[src/rtl/bus_trace_pkg.sv]
// Shared record layout for the bus trace history.
// A record is packed as {a, d, rw, sync}, with sync in bit 0.
package bus_trace_pkg;

   localparam int REC_W    = 26;
   localparam int REC_SYNC = 0;
   localparam int REC_RW   = 1;
   localparam int REC_D    = 2;
   localparam int REC_A    = 10;

   function automatic logic [REC_W-1:0] pack_rec(input logic [15:0] a,
                                                  input logic [7:0]  d,
                                                  input logic        rw,
                                                  input logic        sync);
      return {a, d, rw, sync};
   endfunction

endpackage

[src/rtl/trace_ram.sv]
// Simple dual-port history RAM.
// Writes are synchronous. Reads are synchronous and registered.
// A read of the address being written returns the old contents.
module trace_ram #(
   parameter int AW = 4,
   parameter int DW = 26
) (
   input  logic          clk,
   input  logic          rst_n,
   input  logic          we,
   input  logic [AW-1:0] waddr,
   input  logic [DW-1:0] wdata,
   input  logic [AW-1:0] raddr,
   output logic [DW-1:0] rdata
);

   logic [DW-1:0] mem [2**AW];

   // write port; contents are not reset
   always_ff @(posedge clk) begin
      if (we) mem[waddr] <= wdata;
   end

   // registered read port; the output register clears so outputs read 0 in reset
   always_ff @(posedge clk) begin
      if (!rst_n) rdata <= '0;
      else        rdata <= mem[raddr];
   end

endmodule

[src/rtl/bus_trace.sv]
// 6502 bus cycle tracer.
// Latches one record per PHI2 falling edge into a circular history buffer.
// Exports the latest record and a saturating opcode-fetch counter.
module bus_trace
   import bus_trace_pkg::*;
#(
   parameter int DEPTH_LOG2 = 4
) (
   input  logic                  clk,
   input  logic                  rst_n,
   input  logic                  phi2,
   input  logic [15:0]           a,
   input  logic [7:0]            d,
   input  logic                  rw,
   input  logic                  sync,
   input  logic                  freeze,
   input  logic                  clear,
   input  logic [DEPTH_LOG2-1:0] rd_idx,
   output logic [15:0]           rd_a,
   output logic [7:0]            rd_d,
   output logic                  rd_rw,
   output logic                  rd_sync,
   output logic                  rd_valid,
   output logic                  cyc_valid,
   output logic [15:0]           cyc_a,
   output logic [7:0]            cyc_d,
   output logic                  cyc_rw,
   output logic                  cyc_sync,
   output logic [DEPTH_LOG2:0]   fill,
   output logic                  wrapped,
   output logic [15:0]           instr_count
);

   localparam logic [DEPTH_LOG2:0] DEPTH = (DEPTH_LOG2+1)'(2**DEPTH_LOG2);

   logic                  phi2_q, seen_low_q;
   logic [REC_W-1:0]      shadow_q, cyc_rec_q, ram_rd;
   logic                  cyc_valid_q, rd_valid_q, wrapped_q, wrapped_d;
   logic [DEPTH_LOG2-1:0] wp_q, wp_d, rd_addr;
   logic [DEPTH_LOG2:0]   fill_q, fill_d;
   logic [15:0]           cnt_q, cnt_d;
   logic                  fall, we, full;

   // seen_low_q masks the first fall after reset, so a cycle that was
   // already under way when reset was released never commits.
   assign fall    = phi2_q & ~phi2 & seen_low_q;
   assign we      = fall & ~freeze & ~clear;
   assign full    = (fill_q == DEPTH);
   assign rd_addr = wp_q - DEPTH_LOG2'(1) - rd_idx;

   // pointer, fill, wrap flag and counter next state; clear wins over a commit
   always_comb begin
      wp_d      = wp_q;
      fill_d    = fill_q;
      wrapped_d = wrapped_q;
      cnt_d     = cnt_q;
      if (clear) begin
         wp_d      = '0;
         fill_d    = '0;
         wrapped_d = 1'b0;
         cnt_d     = '0;
      end else if (fall && !freeze) begin
         wp_d      = wp_q + DEPTH_LOG2'(1);
         fill_d    = full ? fill_q : fill_q + 1'b1;
         wrapped_d = wrapped_q | full;
         if (shadow_q[REC_SYNC] && cnt_q != 16'hFFFF) cnt_d = cnt_q + 16'd1;
      end
   end

   // edge detect, shadow capture, latest-record export and state update
   always_ff @(posedge clk) begin
      if (!rst_n) begin
         phi2_q      <= 1'b0;
         seen_low_q  <= 1'b0;
         shadow_q    <= '0;
         cyc_rec_q   <= '0;
         cyc_valid_q <= 1'b0;
         rd_valid_q  <= 1'b0;
         wp_q        <= '0;
         fill_q      <= '0;
         wrapped_q   <= 1'b0;
         cnt_q       <= '0;
      end else begin
         phi2_q      <= phi2;
         if (!phi2) seen_low_q <= 1'b1;
         // Shadow lags the bus by one clk, so the record predates the falling edge.
         if (phi2)  shadow_q <= pack_rec(a, d, rw, sync);
         if (fall)  cyc_rec_q <= shadow_q;
         cyc_valid_q <= fall;
         rd_valid_q  <= ({1'b0, rd_idx} < fill_q);
         wp_q        <= wp_d;
         fill_q      <= fill_d;
         wrapped_q   <= wrapped_d;
         cnt_q       <= cnt_d;
      end
   end

   trace_ram #(.AW(DEPTH_LOG2), .DW(REC_W)) u_ram (
      .clk   (clk),
      .rst_n (rst_n),
      .we    (we),
      .waddr (wp_q),
      .wdata (shadow_q),
      .raddr (rd_addr),
      .rdata (ram_rd)
   );

   assign rd_a        = ram_rd[REC_A +: 16];
   assign rd_d        = ram_rd[REC_D +: 8];
   assign rd_rw       = ram_rd[REC_RW];
   assign rd_sync     = ram_rd[REC_SYNC];
   assign rd_valid    = rd_valid_q;
   assign cyc_valid   = cyc_valid_q;
   assign cyc_a       = cyc_rec_q[REC_A +: 16];
   assign cyc_d       = cyc_rec_q[REC_D +: 8];
   assign cyc_rw      = cyc_rec_q[REC_RW];
   assign cyc_sync    = cyc_rec_q[REC_SYNC];
   assign fill        = fill_q;
   assign wrapped     = wrapped_q;
   assign instr_count = cnt_q;

endmodule
[config.mk]
export PLATFORM = sky130hd
export DESIGN_NAME = bus_trace
export DESIGN_NICKNAME = d
export VERILOG_FILES = /design/src/rtl/bus_trace_pkg.sv /design/src/rtl/trace_ram.sv /design/src/rtl/bus_trace.sv
export SDC_FILE = /design/constraint.sdc
export NUM_CORES = 1
export LEC_CHECK = 0
export CAP_MARGIN = 20
export CORE_MARGIN = 2
export CORE_UTILIZATION = 59
export DETAILED_ROUTE_END_ITERATION = 7
export PLACE_DENSITY = 0.85
export SLEW_MARGIN = 40
export SYNTH_ARGS = -nofsm -noshare
export SYNTH_HDL_FRONTEND = slang
export SYNTH_SLANG_ARGS = --single-unit
[constraint.sdc]
create_clock -name clk -period 3.2 [get_ports clk]
set_clock_uncertainty 0.2 [all_clocks]
set_input_delay 0.32 -clock clk [delete_from_list [all_inputs] [get_ports clk]]
set_output_delay 0.32 -clock clk [all_outputs]
set_load 0.05 [all_outputs]
; After elaboration in Yosys (flattened, before gate mapping)
; Memories as Yosys holds them, arrays and structs flattened. A register that Yosys moved wholly into a read port is not among the register bits.
; Index checks and enable logic that the tools add are counted.
[word_totals]
out_inout_bits = 76
register_bits = 82
in_bits = 35
memories = 1
ram_bits = 416
[mem_list]
columns = memory, words, width, rd, rd_clocked_by_memory_dff, write_ports, line_no
row1 = u_ram.mem, 16, 26, 1, 1, 1, trace_ram.sv:17  ; logic [DW-1:0] mem [2**AW];
[op_classes]
bitwise_logic = 10
n_addsub = 5
n_eq_ne = 2
magnitude_cmp = 1
reduce_logical = 7
muxes = 2
[op_table]
columns = op, count
row1 = "16-bit by 1-bit adder with 16-bit output, second input constant", 1
row2 = "16-bit != test, second input constant", 1
row3 = "5-bit by 1-bit adder with 5-bit output, second input constant", 1
row4 = "5-bit equality test, second input constant", 1
row5 = 4-bit by 5-bit less-than comparator with 1-bit output, 1
row6 = 1-bit NOT, 5
row7 = "4-bit by 1-bit adder with 4-bit output, second input constant", 1
row8 = 1-bit bitwise AND, 4
row9 = 2-bit AND reduction, 2
row10 = "4-bit by 1-bit subtractor with 4-bit output, second input constant", 1
row11 = 4-bit subtractor, 1
row12 = 1-bit logical AND, 2
row13 = 1-bit zero test, 2
row14 = 1-bit two-way mux, 2
row15 = 2-bit OR reduction, 1
row16 = 1-bit OR, 1

; Depth between registers and ports, before layout
[logic_depth]
word_depth = 7
mapped_depth = 10
mapped_depth_nobuf = 7

; Modules after synthesis
; From an unflattened synthesis, not the netlist that was laid out.
[hier_totals]
cells_unflattened = 1069
hier_area_um2 = 19892.8
[by_module_without_submodules]
columns = mod, cells_per_inst, instances, area_per_inst_um2
row1 = trace_ram, 750, 1, 16548.4
row2 = bus_trace, 319, 1, 3344.5

; Least setup slack after synthesis
; Ideal clock, no wire load.
[synth_path]
path_type = input -> register
from = input freeze
to = memory u_ram.mem[0][0], enable pin
cell_stages = 5
arrival_ps = 2106
required_time_ps = 2591
setup_slack_ps = 485
cell_sequence = and4bb_1 -> buf_4 -> buf_2 -> nand2_1 -> nor2_1
[synth_between]
elab_chain_cells = 5
[synth_rtl]
columns = item, line_no
row1 = "start, declared", bus_trace.sv:16  ; input logic freeze,
row2 = 1-bit NOT, bus_trace.sv:47  ; assign we = fall & ~freeze & ~clear;
row3 = 1-bit bitwise AND (2 in a row), bus_trace.sv:47
row4 = 1-bit two-way mux, trace_ram.sv:21  ; if (we) mem[waddr] <= wdata;
row5 = 1-bit two-way mux (implied by the code), trace_ram.sv:21
row6 = "end, declared", trace_ram.sv:17
; Every way passes these cells.

; Final worst setup path
[layout_path]
from = register wp_q[0]
to = register u_ram.rdata[6], read port of u_ram.mem
[layout_between]
elab_chain_cells = 2
[layout_rtl]
columns = item, line_no
row1 = "start, declared", bus_trace.sv:39  ; logic [DEPTH_LOG2-1:0] wp_q, wp_d, rd_addr;
row2 = "start signal, assigned", bus_trace.sv:91  ; wp_q <= wp_d;
row3 = 4-bit by 1-bit subtractor with 4-bit output, bus_trace.sv:49  ; assign rd_addr = wp_q - DEPTH_LOG2'(1) - rd_idx;
row4 = 4-bit subtractor, bus_trace.sv:49
row5 = "end, declared", trace_ram.sv:14  ; output logic [DW-1:0] rdata
; Every way passes these cells.
; A chain may end at the register's enable or synchronous reset.

==> results.py <==
metrics = {
    "floorplan": {
        "core-area_um2": 32620,
        "die_w_um": 186.4,
        "io_pins": 111,
        "placementRows": 66,
        "start_util": 0.6020,
        "die_y_um": 186.4,
        "design.die.area_um2": 34750,
    },
    "layout": {
        "drive_gt1_frac": 0.1995,
        "final_core_util": 0.7138,
        "area_delta_synth_final_pct": 18.58,
        "multi_input_comb_area_um2": 4732,
        "diodes": 0,
        "final_nets": 1207,
        "nFillCells": 1820,
        "seq_area_um2": 14650,
        "layout_commonest_cell": "edfxtp_1",
        "layout_common_cells": "416 x edfxtp_1, 109 x clkdlybuf4s50_1, 108 x dfxtp_1, 104 x mux4_2, 79 x mux2i_1",
    },
    "yosys": {
        "synth_seq_cells": 524,
        "synthTopCellsByArea": "edfxtp_1 64%, mux4_2 12%, dfxtp_1 11%",
        "yosysSeqAreaShare": 0.7463,
        "synth_top_cell_by_area": "edfxtp_1",
        "synth_top_area_frac": 0.6362,
        "syn_inst": 1008,
        "ys_warn_count": 0,
        "synth.avg_cell_area_um2": 19.48,
        "synth_area_um2": 19640,
        "syn_nets": 1057,
        "ys_types": 41,
    },
    "global_routing": {
        "grt.total_usage": 0.2559,
        "grt_pass1_vias": 10590,
        "grt_pass1_wl_mm": 65.77,
        "grt_max_degree": 44,
        "grt_antenna_before_repair": 0,
        "global_route.overflow_total": 0,
    },
    "setup_path": {
        "cp.buffers_inverters": 2,
        "regToRegSetupSlack_ns": 0.35,
        "crit_path_end": "u_ram.rdata[6]",
        "path_cells": "ha_4, inv_1, fa_4, buf_12, mux4_2, mux2i_1, o22ai_1",
        "r2r-end": "u_ram.rdata[6]",
        "r2r_start": "wp_q[0]",
        "critPathSlowestCell": "fa_4",
        "cp-end-kind": "register",
        "cpPeakStageDelay_ns": 0.85,
        "crit_required_ns": 3.43,
        "crit_cells": 7,
        "cp-start-kind": "register",
        "arrival_ns": 3.07,
        "critPathKind": "register to register",
        "startpoint": "wp_q[0]",
        "crit_fanout": 33,
        "reg2reg_depth": 7,
        "crit_family": "adder cells",
    },
    "sta": {
        "drv_slew": 0,
        "fmax_mhz": 351.5,
        "worst_pin_slew_ns": 0.7026,
        "period_needed_ns": 2.845,
        "fin_crit_sh": 0.8891,
        "finalHoldViolCount": 0,
        "setup_viol": 0,
        "max_slew_margin": 0.5316,
        "setup_tns_ns": 0,
        "rsz0062_at_grt": "false",
        "fin_ws_ns": 0.3550,
    },
    "cts": {
        "htree_levels": 2,
        "cts_tree": "done",
        "cts_hold_buf": 0,
        "cts_buffer_depth": 3,
        "cts_setup_buffers": 0,
        "numClockSinks": 524,
        "cts_root_buffer": "clkbuf_16",
        "clk_latency_ns": 0.56,
        "cts_buffers": 50,
        "cts_resized": 0,
        "path_clk_slew_ns": 0.06,
    },
    "detailed_routing": {
        "viasPerCell": 6.237,
        "drc_errors": 0,
        "drt_pass1_iterations": 7,
        "wl_met3_mm": 3.669,
        "wl_per_cell_um": 26.86,
        "vias": 10230,
        "wirelength_mm": 44.05,
        "ant_nets": 0,
        "drt_iter0_drc": 1114,
        "wl_met2_mm": 22.18,
        "topRoutingLayerUsed": "met4",
        "wirelength_met1_mm": 17.01,
    },
    "place": {
        "place.gp.congestion": 0.7702,
        "io_buffers": 110,
        "pre_cts_ws_ns": 0.06850,
        "place_hpwl_mm": 22.50,
    },
    "job": {
        "maxCapViolations": 0,
    },
    "power_and_ir_drop": {
        "powerDensity_nw_per_um2": 610.9,
        "peakVddDrop_uv": 480.0,
        "p_leak_uw": 0.007717,
    },
    "run_status": {
        "status": "complete, no violations",
    },
    "min_path": {
        "worstHoldPathType": "primary input to register",
    },
}
worst min-delay path by stage:
stage | from | end | slack [ns] | depth (start not counted)
global placement | seen_low_q | seen_low_q | 0.25 | 2
CTS | sync | shadow_q[0] | 0.16 | 3
floorplan | rst_n | rd_valid | 0.24 | 1
finish | sync | shadow_q[0] | 0.17 | 3
detailed placement | seen_low_q | seen_low_q | 0.25 | 2
global route | d[0] | shadow_q[2] | 0.20 | 3
metrics by stage:
step | hold slack, ns | instance area, µm² | std cells | power (µW)
after floorplan | 0.2375 | 19640 | 1008 | 8081
after global placement | 0.2472 | 21610 | 1548 | 8324
after detailed placement | 0.2527 | 21610 | 1548 | 8350
after CTS | 0.1633 | 23280 | 1640 | 14280
after global routing | 0.2012 | 23280 | 1640 | 14560
final | 0.1741 | 23280 | 1640 | 14220
registers in the layout, summed over array words and instances (netlist names):
name and cells:
instr_count 16, cyc_rec_q 26, seen_low_q 1, wrapped 1, wp_q 4, cyc_valid 1, u_ram.rdata 26, rd_valid 1
shadow_q 26, fill 5, u_ram.mem 416, phi2_q 1
tightest hold or removal path, stage by stage:
cell and delay (ns):
clkdlybuf4s50_1 0.40, mux2i_1 0.13, nor2_1 0.05
where the power goes:
part	leakage (µW)	internal, µW	switching [µW]
clock	0.000803	3510	2500
combinational	0.00231	318	385
sequential	0.00461	7400	107
total	0.00772	11200	2990
layer usage:
| layer | vias up | GRT usage |
|---|---|---|
| met5 | - | 0 |
| met4 | 0 | 0.08462 |
| met3 | 74 | 0.04965 |
| met2 | 556 | 0.4265 |
| met1 | 5263 | 0.3444 |
| li1 | 4335 | - |
cell usage after synthesis, drive strengths merged:
master  number
clkbuf      14
a22o        26
nor2        69
buf         36
and3         3
inv         13
nor4         5
a21oi        8
or2          1
or3          3
nor4bb       1
and4bb       1
nand2b       2
nand4       10
nand3b       1
ha          13
o21ai        3
fa           1
nand3        4
edfxtp     416
nor3b        1
and2         6
xor2         4
a21o         3
nor2b        1
o21a         1
nand2       15
mux4       104
nor4b        1
xnor2       19
o22ai       26
mux2i       79
nor3         8
and4         2
dfxtp      108
cell type report:
type | instances | share of cell area
timing repair buffer | 148 | 0.06954
inverter | 13 | 0.002096
tap | 442 | 0.02375
clock buffer | 71 | 0.06105
clock inverter | 21 | 0.01091
multi-input combinational | 421 | 0.2032
sequential | 524 | 0.6294
kinds of logic after synthesis:
family,count (synthesis),synth area share
adder cells (fa/ha/maj),14,0.009304
multiplexers,183,0.1596
AND/OR/NAND/NOR,134,0.03371
AO/OA/AOI/OAI,67,0.02421
buffers and inverters,63,0.01663
XOR/XNOR,23,0.01026
flip-flops,524,0.7463
(Power assumes the default switching activity.)
